### src/rtl/xfer_pkg.sv
// Shared definitions for the ROM-to-crossing transfer sequencer.
package xfer_pkg;

    typedef enum logic [2:0] {
        IDLE  = 3'd0,
        FETCH = 3'd1,
        LATCH = 3'd2,
        REQ   = 3'd3,
        REL   = 3'd4,
        HOLD  = 3'd5
    } state_t;

    localparam int TIMEOUT_DEFAULT = 255;

endpackage

### src/rtl/xfer_sequencer_sync2.sv
// Two-flop synchronizer for control bits entering the clk domain.
module sync2 #(
    parameter int W = 1
) (
    input  logic         clk,
    input  logic         rst,
    input  logic [W-1:0] d,
    output logic [W-1:0] q
);

    logic [W-1:0] meta;

    always_ff @(posedge clk or posedge rst) begin
        if (rst) begin
            meta <= '0;
            q    <= '0;
        end else begin
            meta <= d;
            q    <= meta;
        end
    end

endmodule

### src/rtl/xfer_sequencer.sv
// Walks a synchronous ROM and offers each word to a four-phase req/ack crossing,
// with a per-edge acknowledge timeout and a sticky error flag.
module xfer_sequencer
    import xfer_pkg::*;
#(
    parameter int ADDR_W  = 4,
    parameter int DATA_W  = 16,
    parameter int TIMEOUT = TIMEOUT_DEFAULT
) (
    input  logic              clk,
    input  logic              rst,
    input  logic              enable,
    input  logic              tick,
    output logic [ADDR_W-1:0] rom_addr,
    input  logic [DATA_W-1:0] rom_q,
    output logic [DATA_W-1:0] tx_data,
    output logic              tx_req,
    input  logic              tx_ack,
    output logic              busy,
    output logic              err,
    output logic [15:0]       xfer_cnt
);

    localparam int WAIT_W = $clog2(TIMEOUT + 1);

    state_t            state;
    state_t            state_nxt;
    logic              ack_s;
    logic [WAIT_W-1:0] wait_cnt;
    logic [WAIT_W-1:0] wait_inc;
    logic              timeout_hit;
    logic              done;

    sync2 #(.W(1)) u_ack_sync (
        .clk (clk),
        .rst (rst),
        .d   (tx_ack),
        .q   (ack_s)
    );

    always_comb begin
        state_nxt   = state;
        timeout_hit = 1'b0;
        done        = 1'b0;
        wait_inc    = wait_cnt + WAIT_W'(1);
        case (state)
            IDLE:  if (tick && enable && !ack_s) state_nxt = FETCH;
            FETCH: state_nxt = LATCH;
            LATCH: state_nxt = REQ;
            REQ: begin
                if (ack_s) begin
                    state_nxt = REL;
                end else if (wait_inc == WAIT_W'(TIMEOUT)) begin
                    state_nxt   = HOLD;
                    timeout_hit = 1'b1;
                end
            end
            REL: begin
                if (!ack_s) begin
                    state_nxt = IDLE;
                    done      = 1'b1;
                end else if (wait_inc == WAIT_W'(TIMEOUT)) begin
                    state_nxt   = HOLD;
                    timeout_hit = 1'b1;
                end
            end
            HOLD:    if (!ack_s) state_nxt = IDLE;
            default: state_nxt = IDLE;
        endcase
    end

    always_ff @(posedge clk or posedge rst) begin
        if (rst) begin
            state    <= IDLE;
            rom_addr <= '0;
            tx_data  <= '0;
            xfer_cnt <= '0;
            err      <= 1'b0;
            wait_cnt <= '0;
        end else begin
            state <= state_nxt;
            if (state == LATCH) tx_data <= rom_q;
            // Address and count only advance on a clean handshake; a timeout retries the same word.
            if (done) begin
                rom_addr <= rom_addr + ADDR_W'(1);
                xfer_cnt <= xfer_cnt + 16'd1;
            end
            if (timeout_hit) err <= 1'b1;
            if ((state_nxt != state) && (state_nxt == REQ || state_nxt == REL))
                wait_cnt <= '0;
            else if (state == REQ || state == REL)
                wait_cnt <= wait_inc;
        end
    end

    // Decoded from state so reset drops the request without waiting for an edge.
    assign tx_req = (state == REQ);
    assign busy   = (state != IDLE);

endmodule
### config.mk
export PLATFORM = sky130hd
export DESIGN_NAME = xfer_sequencer
export DESIGN_NICKNAME = d
export VERILOG_FILES = /design/src/rtl/xfer_pkg.sv /design/src/rtl/xfer_sequencer_sync2.sv /design/src/rtl/xfer_sequencer.sv
export SDC_FILE = /design/constraint.sdc
export NUM_CORES = 1
export LEC_CHECK = 0
export ABC_AREA = 1
export CAP_MARGIN = 25
export CORE_MARGIN = 1.5
export CORE_UTILIZATION = 52
export CTS_CLUSTER_SIZE = 24
export DETAILED_ROUTE_END_ITERATION = 10
export GPL_TIMING_DRIVEN = 0
export PLACE_DENSITY_LB_ADDON = 0.12
export SLEW_MARGIN = 10
export SYNTH_ARGS = -nofsm -noshare
export SYNTH_HDL_FRONTEND = slang
export SYNTH_HIERARCHICAL = 1
export SYNTH_SLANG_ARGS = --single-unit
### constraint.sdc
create_clock -name clk -period 2.59 [get_ports clk]
set_input_delay 0.518 -clock clk [delete_from_list [all_inputs] [get_ports clk]]
set_output_delay 0.518 -clock clk [all_outputs]
set_load 0.05 [all_outputs]
==> summary.md, run 1 <==
| Metric | Value |
|---|---|
| Tmin final | `2.40 ns` |
| CTS tree | `done` |
| Hold WC Path Type | `flip-flop to flip-flop` |
| Critical path origin | `state[2]$_DFF_PP0_` |
| Hold_sp | `u_ack_sync/meta$_DFF_PP0_` |
| Antenna-violating nets left | `0` |
| Distinct cell type count after synthesis | `30` |
| Layout cells sized above 1 | `0.0798` |
| Pre-Repair DR Iteration Count | `4` |
| Cell taking the most area after synthesis | `dfrtp_1` |
| Clk_lat worst skew | `0.30 ns` |
| Die area | `4920 sq um` |
| Pins over their slew limit | `0` |
| Crit path max-delay family | `buffers and inverters` |
| Worst setup EP type | `primary output` |
| CTS root buffer | `clkbuf_8` |
| Hpwl dp | `3.36 mm` |
| RSZ-0062 raised after global routing | `no` |
| Pin count of the biggest net entering global routing | `33` |
| Mapped Nets | `284` |
| Synth Area in Compound Gates | `0.0443` |
| I/O pin total | `60` |
| Critical Path, Cell by Cell | `inv_1, nand3_1, inv_1, clkdlybuf4s50_1` |
| CP Buf/Inv Count | `3` |
| # diodes | `0` |
| Worst vdd ir | `0.887 mV` |
| XOR/XNOR Fraction of Synth Area | `0.0817` |
| Routability cong. | `0.804` |
| Avg WL per Cell | `11.7 um` |
| Finish-stage setup viols | `0` |
| Die W | `70.1 um` |
| FF+latch count, synth | `50` |
| Bufs on Longest Clock Path | `2` |
| Highest net fanout along the worst path | `6` |
| Total GRT Usage | `0.198` |
| Final core utilization | `0.711` |
| Status | `complete, no violations` |
| PwrDens | `1040 nW/um^2` |
| H-tree levels | `2` |
| Row count | `24` |
| Cell Count Post-Placement | `371` |
| Initial Utilization | `0.538` |
| Slew headroom | `0.654` |
| First-pass GRT wire length | `7.75 mm` |
| Fmax | `416 MHz` |
| Synth top area share | `0.534` |
| Crit-path max cell delay | `0.80 ns` |
| Drt via density | `4.93` |
| Post-Syn Instances | `259` |
| Area share of and/or/nand/nor cells after synthesis | `0.274` |
| Largest family of logic cells by synthesized area | `simple AND/OR/NAND/NOR gates` |
| Mux share of post-synthesis cell area | `0` |
| Initial antenna violation count | `0` |
| Largest cells by area after synthesis | `dfrtp_1, nand2_1, xor2_1` |
| Num CTS Buffers | `5` |
| Setup TNS | `0 ns` |
| Worst Tran Pin Value | `0.518 ns` |
| Adder-cell share of the synthesized area | `0.0214` |
| Drt drc | `0` |
| Layout Cells excl Fill | `378` |
| Reg2reg start | `wait_cnt[0]$_DFFE_PP0P_` |
| Leak | `0.00147 uW` |
| Crit share post-route | `0.927` |
| CP Data Required Time | `2.07 ns` |
| Final hold violation count | `0` |
| Fin nets | `351` |
| Sequential share of the synthesized area | `0.534` |
| Most used cell, CP | `inv_1` |
| Die height | `70.1 um` |
| Drt total wl | `4.43 mm` |
| Post-CTS setup buffer count | `0` |
| Synthesized cell area | `2340 sq um` |
| CP Launch Type | `flip-flop` |
| Ys Warns | `6` |
| Layout area overhead | `32.1%` |
| CP max-delay cell | `clkdlybuf4s50_1` |
| Gr ovfl total | `0` |
| Placed instance area | `3020 sq um` |
| Post-cts sizing count | `0` |
| Crit Path Category | `flip-flop to primary output` |
| Hold-fix buffer count after cts | `0` |
| Avg Cell Area, Syn | `9.04 sq um` |
| Clock sink count | `50` |
| Fill cells | `353` |
| Drt initial violations | `90` |
| CTS clock-pin slew for the worst setup and hold paths | `0.08 ns` |
| Core area | `4350 sq um` |
| Final setup skew | `0.00572 ns` |
| Input/output buffers | `59` |
| Worst Path Arrival | `1.88 ns` |
| Max Cap Violations | `0` |
| Number of global-route vias before repair | `1771` |
| Via Count | `1864` |
| Post-route cell area | `3090 sq um` |
power by group:
part           internal (uW)  switching [uW]  leakage [uW]
clock network            186             233     0.0000383
registers                996             168      0.000653
logic                    544            1090      0.000783
worst reg2reg max path, cell delays in order, from the launching register on:
cell and delay [ns]:
dfrtp_1 0.43, ha_1 0.25, nand2_1 0.09, nand2_1 0.07, nor2_1 0.13, nand2_1 0.07
nor2_1 0.12, nand2_1 0.10, nand2_1 0.06, nand3_1 0.11, o21bai_4 0.24, nor2_1 0.07
metrics by stage:
step / setup WS, ns / hold WS, ns / power, uW
2_1_floorplan: 0.647 / 0.259 / 2310
3_3_place_gp: -0.0590 / 0.337 / 2800
3_5_place_dp: 0.505 / 0.341 / 2830
4_1_cts: 0.168 / 0.360 / 3260
5_1_grt: 0.0970 / 0.373 / 3450
6_report: 0.188 / 0.356 / 3220
kinds of logic after synthesis:
kind of cell             count (synthesis)
flip-flops                              50
AO/OA/AOI/OAI                           16
adder cells (fa/ha/maj)                  4
AND/OR/NAND/NOR                        142
buffers and inverters                   26
XOR/XNOR                                21
layer usage:
layer  vias to the layer above  part of all wire  routed length, um  GRT usage
met1                       881              0.44               1960      0.256
met3                         6             0.046                203     0.0534
li1                        942                 -                  -          -
met2                        35              0.50               2210      0.325
met5                         -                 0                  0          0
met4                         0             0.014                 63     0.0684
layout make-up:
class	count	area, sq um	area share
clock buffers	7	76.3	0.0247
plain buffers	3	12.5	0.00404
well taps	52	65.1	0.0210
flip-flops and latches	50	1250	0.404
multi-input cells	183	986	0.319
inverters	23	92.6	0.0299
repair buffers	60	611	0.197
Yosys cell counts:
| master | instances |
|---|---|
| a21boi_0 | 1 |
| a21oi_1 | 1 |
| a22oi_1 | 1 |
| buf_2 | 1 |
| clkbuf_1 | 2 |
| clkinv_2 | 1 |
| clkinv_4 | 1 |
| dfrtp_1 | 50 |
| ha_1 | 4 |
| inv_1 | 20 |
| inv_2 | 1 |
| nand2_1 | 92 |
| nand2_2 | 3 |
| nand2_4 | 1 |
| nand3_1 | 11 |
| nand3_2 | 1 |
| nand3_4 | 1 |
| nand4_1 | 3 |
| nor2_1 | 20 |
| nor2_2 | 2 |
| nor2_4 | 4 |
| nor3_1 | 3 |
| nor3_4 | 1 |
| o21ai_0 | 9 |
| o21ai_1 | 1 |
| o21bai_1 | 2 |
| o21bai_4 | 1 |
| xnor2_1 | 9 |
| xnor2_2 | 1 |
| xor2_1 | 11 |
registers in the layout, indices dropped and copies added (netlist names):
name and count:
err 1, rom_addr 4, state 3, wait_cnt 8, tx_data 16, u_ack_sync/q 1
u_ack_sync/meta 1, xfer_cnt 16
final timing paths:
kind / to / slack, ns / cells past startpoint
max: tx_req / 0.19 / 4
min: u_ack_sync/q$_DFF_PP0_ / 0.36 / 0
max reg2reg: wait_cnt[5]$_DFFE_PP0P_ / 0.73 / 11
min reg2reg: u_ack_sync/q$_DFF_PP0_ / 0.36 / 0
max in group asynchronous: tx_data[9]$_DFFE_PP0P_ / 1.55 / 3
min in group asynchronous: u_ack_sync/meta$_DFF_PP0_ / 0.42 / 2
placed cells by master, fill, tap and decap left out:
cell type and n:
nand3_2 1, nor2_4 4, nand3_4 1, clkbuf_8 5
nor3_4 1, xnor2_2 1, nor2_1 20, nand2_1 92
dfrtp_1 50, nand2_4 1, o21bai_1 2, inv_2 2
o21bai_4 1, xor2_1 11, nor3_1 3, buf_2 1
nand2_2 3, ha_1 4, o21ai_0 9, nand4_1 3
o21ai_1 1, a21boi_0 1, clkdlybuf4s50_1 59, a21oi_1 1
inv_1 19, a22oi_1 1, xnor2_1 9, clkinv_2 1
clkbuf_1 4, nor2_2 2, buf_12 1, nand3_1 11
clkinv_4 1
Power figures use the tool's default switching activity.
==> inputs of run 2 (changes only) <==
--- a/config.mk
+++ b/config.mk
@@ -7,8 +7,10 @@
 export LEC_CHECK = 0
 export ABC_AREA = 1
 export CAP_MARGIN = 25
+export CELL_PAD_IN_SITES_DETAIL_PLACEMENT = 0
+export CELL_PAD_IN_SITES_GLOBAL_PLACEMENT = 2
 export CORE_MARGIN = 1.5
-export CORE_UTILIZATION = 52
+export CORE_UTILIZATION = 31
 export CTS_CLUSTER_SIZE = 24
 export DETAILED_ROUTE_END_ITERATION = 10
 export GPL_TIMING_DRIVEN = 0
==> constraint.sdc (replaced) <==
create_clock -name clk -period 2.8 [get_ports clk]
set_input_delay 0.56 -clock clk [delete_from_list [all_inputs] [get_ports clk]]
set_output_delay 0.56 -clock clk [all_outputs]
set_load 0.05 [all_outputs]
==> run 2 against run 1 <==
Net effect:
- clock power up 21%
- total power decreased by 3.6%
- utilization shrank 27 points
- largest cell class unchanged
- critical endpoint unchanged
- sequential cell count unchanged
- cell count increased by 13%
- die area rose by 64%
- design area grew 2.9%
- clock skew is 0.0027 ns lower
==> summary.md, run 2 (synthesis results as in run 1) <==
| Metric | Value |
|---|---|
| Status | `complete, no violations` |
| Register area | `1250 sq um` |
| Commonest non-fill, non-tap cell in the layout | `nand2_1` |
| Fmax | `407 MHz` |
| Routability cong. | `0.733` |
| Clock sink count | `50` |
| CP Data Required Time | `2.24 ns` |
| Worst vdd ir | `0.468 mV` |
| Fin nets | `351` |
| Gr ovfl total | `0` |
| Number of global-route vias before repair | `1844` |
| CTS tree | `done` |
| Setup TNS | `0 ns` |
| Hold WC Path Type | `flip-flop to flip-flop` |
| Layout area overhead | `35.9%` |
| Die height | `89.9 um` |
| Drt via density | `4.28` |
| Fill cells | `771` |
| Highest net fanout along the worst path | `6` |
| Avg WL per Cell | `11.7 um` |
| First-pass GRT wire length | `8.68 mm` |
| CP Launch Type | `flip-flop` |
| Worst Path Arrival | `1.90 ns` |
| Drt initial violations | `83` |
| Pins over their slew limit | `0` |
| Initial antenna violation count | `0` |
| Via Count | `1824` |
| Input/output buffers | `59` |
| CTS root buffer | `clkbuf_8` |
| Pin count of the biggest net entering global routing | `34` |
| Slew headroom | `0.649` |
| Post-cts sizing count | `0` |
| Crit Path Category | `flip-flop to primary output` |
| Drt drc | `0` |
| Drt total wl | `5.00 mm` |
| Finish-stage setup viols | `0` |
| Bufs on Longest Clock Path | `2` |
| Max Cap Violations | `0` |
| Post-route cell area | `3180 sq um` |
| Pre-Repair DR Iteration Count | `4` |
| H-tree levels | `2` |
| Antenna-violating nets left | `0` |
| Pwr Total | `3100 uW` |
| Worst setup EP type | `primary output` |
| Largest regs | `tx_data: 16 flops, xfer_cnt: 16 flops, wait_cnt: 8 flops` |
| # diodes | `0` |
| Crit share post-route | `0.877` |
| Core area | `7290 sq um` |
| Layout cells sized above 1 | `0.0826` |
| Total GRT Usage | `0.134` |
| RSZ-0062 raised after global routing | `no` |
| Hold_ws | `0.359 ns` |
| Final setup skew | `0.00306 ns` |
| Most frequent cells in the layout | `nand2_1, clkdlybuf4s50_1, dfrtp_1` |
| Num CTS Buffers | `5` |
| Tmin final | `2.46 ns` |
| CTS clock-pin slew for the worst setup and hold paths | `0.09 ns` |
| Row count | `31` |
| PwrDens | `975 nW/um^2` |
| Initial Utilization | `0.321` |
| Die W | `89.9 um` |
| Leak | `0.00149 uW` |
| Post-CTS setup buffer count | `0` |
| Multi-input gate area | `986 sq um` |
| Final hold violation count | `0` |
| Die area | `8090 sq um` |
| Worst Tran Pin Value | `0.525 ns` |
| Hpwl dp | `3.65 mm` |
| I/O pin total | `60` |
| Clk_lat worst skew | `0.30 ns` |
| Placed instance area | `3080 sq um` |
| Hold-fix buffer count after cts | `0` |
[run 2: cell types whose count changed in the layout (fill, tap and decap cells not counted), sizes merged]
cell | before | now
bufinv | 0 | 1
[run 2: report_power, final]
part | total [uW] | internal (uW) | switching, uW
logic | 1520 | 503 | 1010
registers | 1080 | 921 | 159
clock network | 508 | 268 | 240
[run 2: stage by stage]
| stage | utilization | worst slack (ns) | cells |
|---|---|---|---|
| after floorplan | - | 0.857 | 259 |
| after global placement | 0.419 | -0.0388 | 417 |
| after detailed placement | 0.422 | 0.669 | 418 |
| after CTS | 0.437 | 0.322 | 426 |
| after global routing | 0.437 | 0.238 | 426 |
| final | 0.437 | 0.343 | 426 |
[run 2: final timing paths]
check | startpoint | end | slack, ns | cells past startpoint
max | state[2]$_DFF_PP0_ | tx_req | 0.34 | 4
min | u_ack_sync/meta$_DFF_PP0_ | u_ack_sync/q$_DFF_PP0_ | 0.36 | 0
max reg2reg | wait_cnt[1]$_DFFE_PP0P_ | wait_cnt[6]$_DFFE_PP0P_ | 0.95 | 10
min reg2reg | u_ack_sync/meta$_DFF_PP0_ | u_ack_sync/q$_DFF_PP0_ | 0.36 | 0
max in group asynchronous | rst | wait_cnt[2]$_DFFE_PP0P_ | 1.73 | 3
min in group asynchronous | rst | u_ack_sync/meta$_DFF_PP0_ | 0.45 | 2
[run 2: final cells by class]
type | count | share of cell area
Tap cell | 99 | 0.0389
Multi-Input combinational cell | 183 | 0.310
Clock buffer | 7 | 0.0240
Clock inverter | 1 | 0.00943
Timing Repair Buffer | 60 | 0.192
Inverter | 23 | 0.0291
Sequential cell | 50 | 0.393
Buffer | 3 | 0.00393
[run 2: layer usage]
layer  track usage  wire length (um)  up-vias  share of wire
met1         0.171              2380      856           0.48
met2         0.220              2360       28           0.47
met3        0.0355               201        5          0.040
met5             0                 0        -              0
li1              -                 -      935              -
met4        0.0437                62        0          0.012
[run 2: worst max-delay path, cell delays in order (launching register included)]
cell and delay (ns):
dfrtp_1 0.47, inv_1 0.10, nand3_1 0.11, inv_1 0.11
clkdlybuf4s50_1 0.81
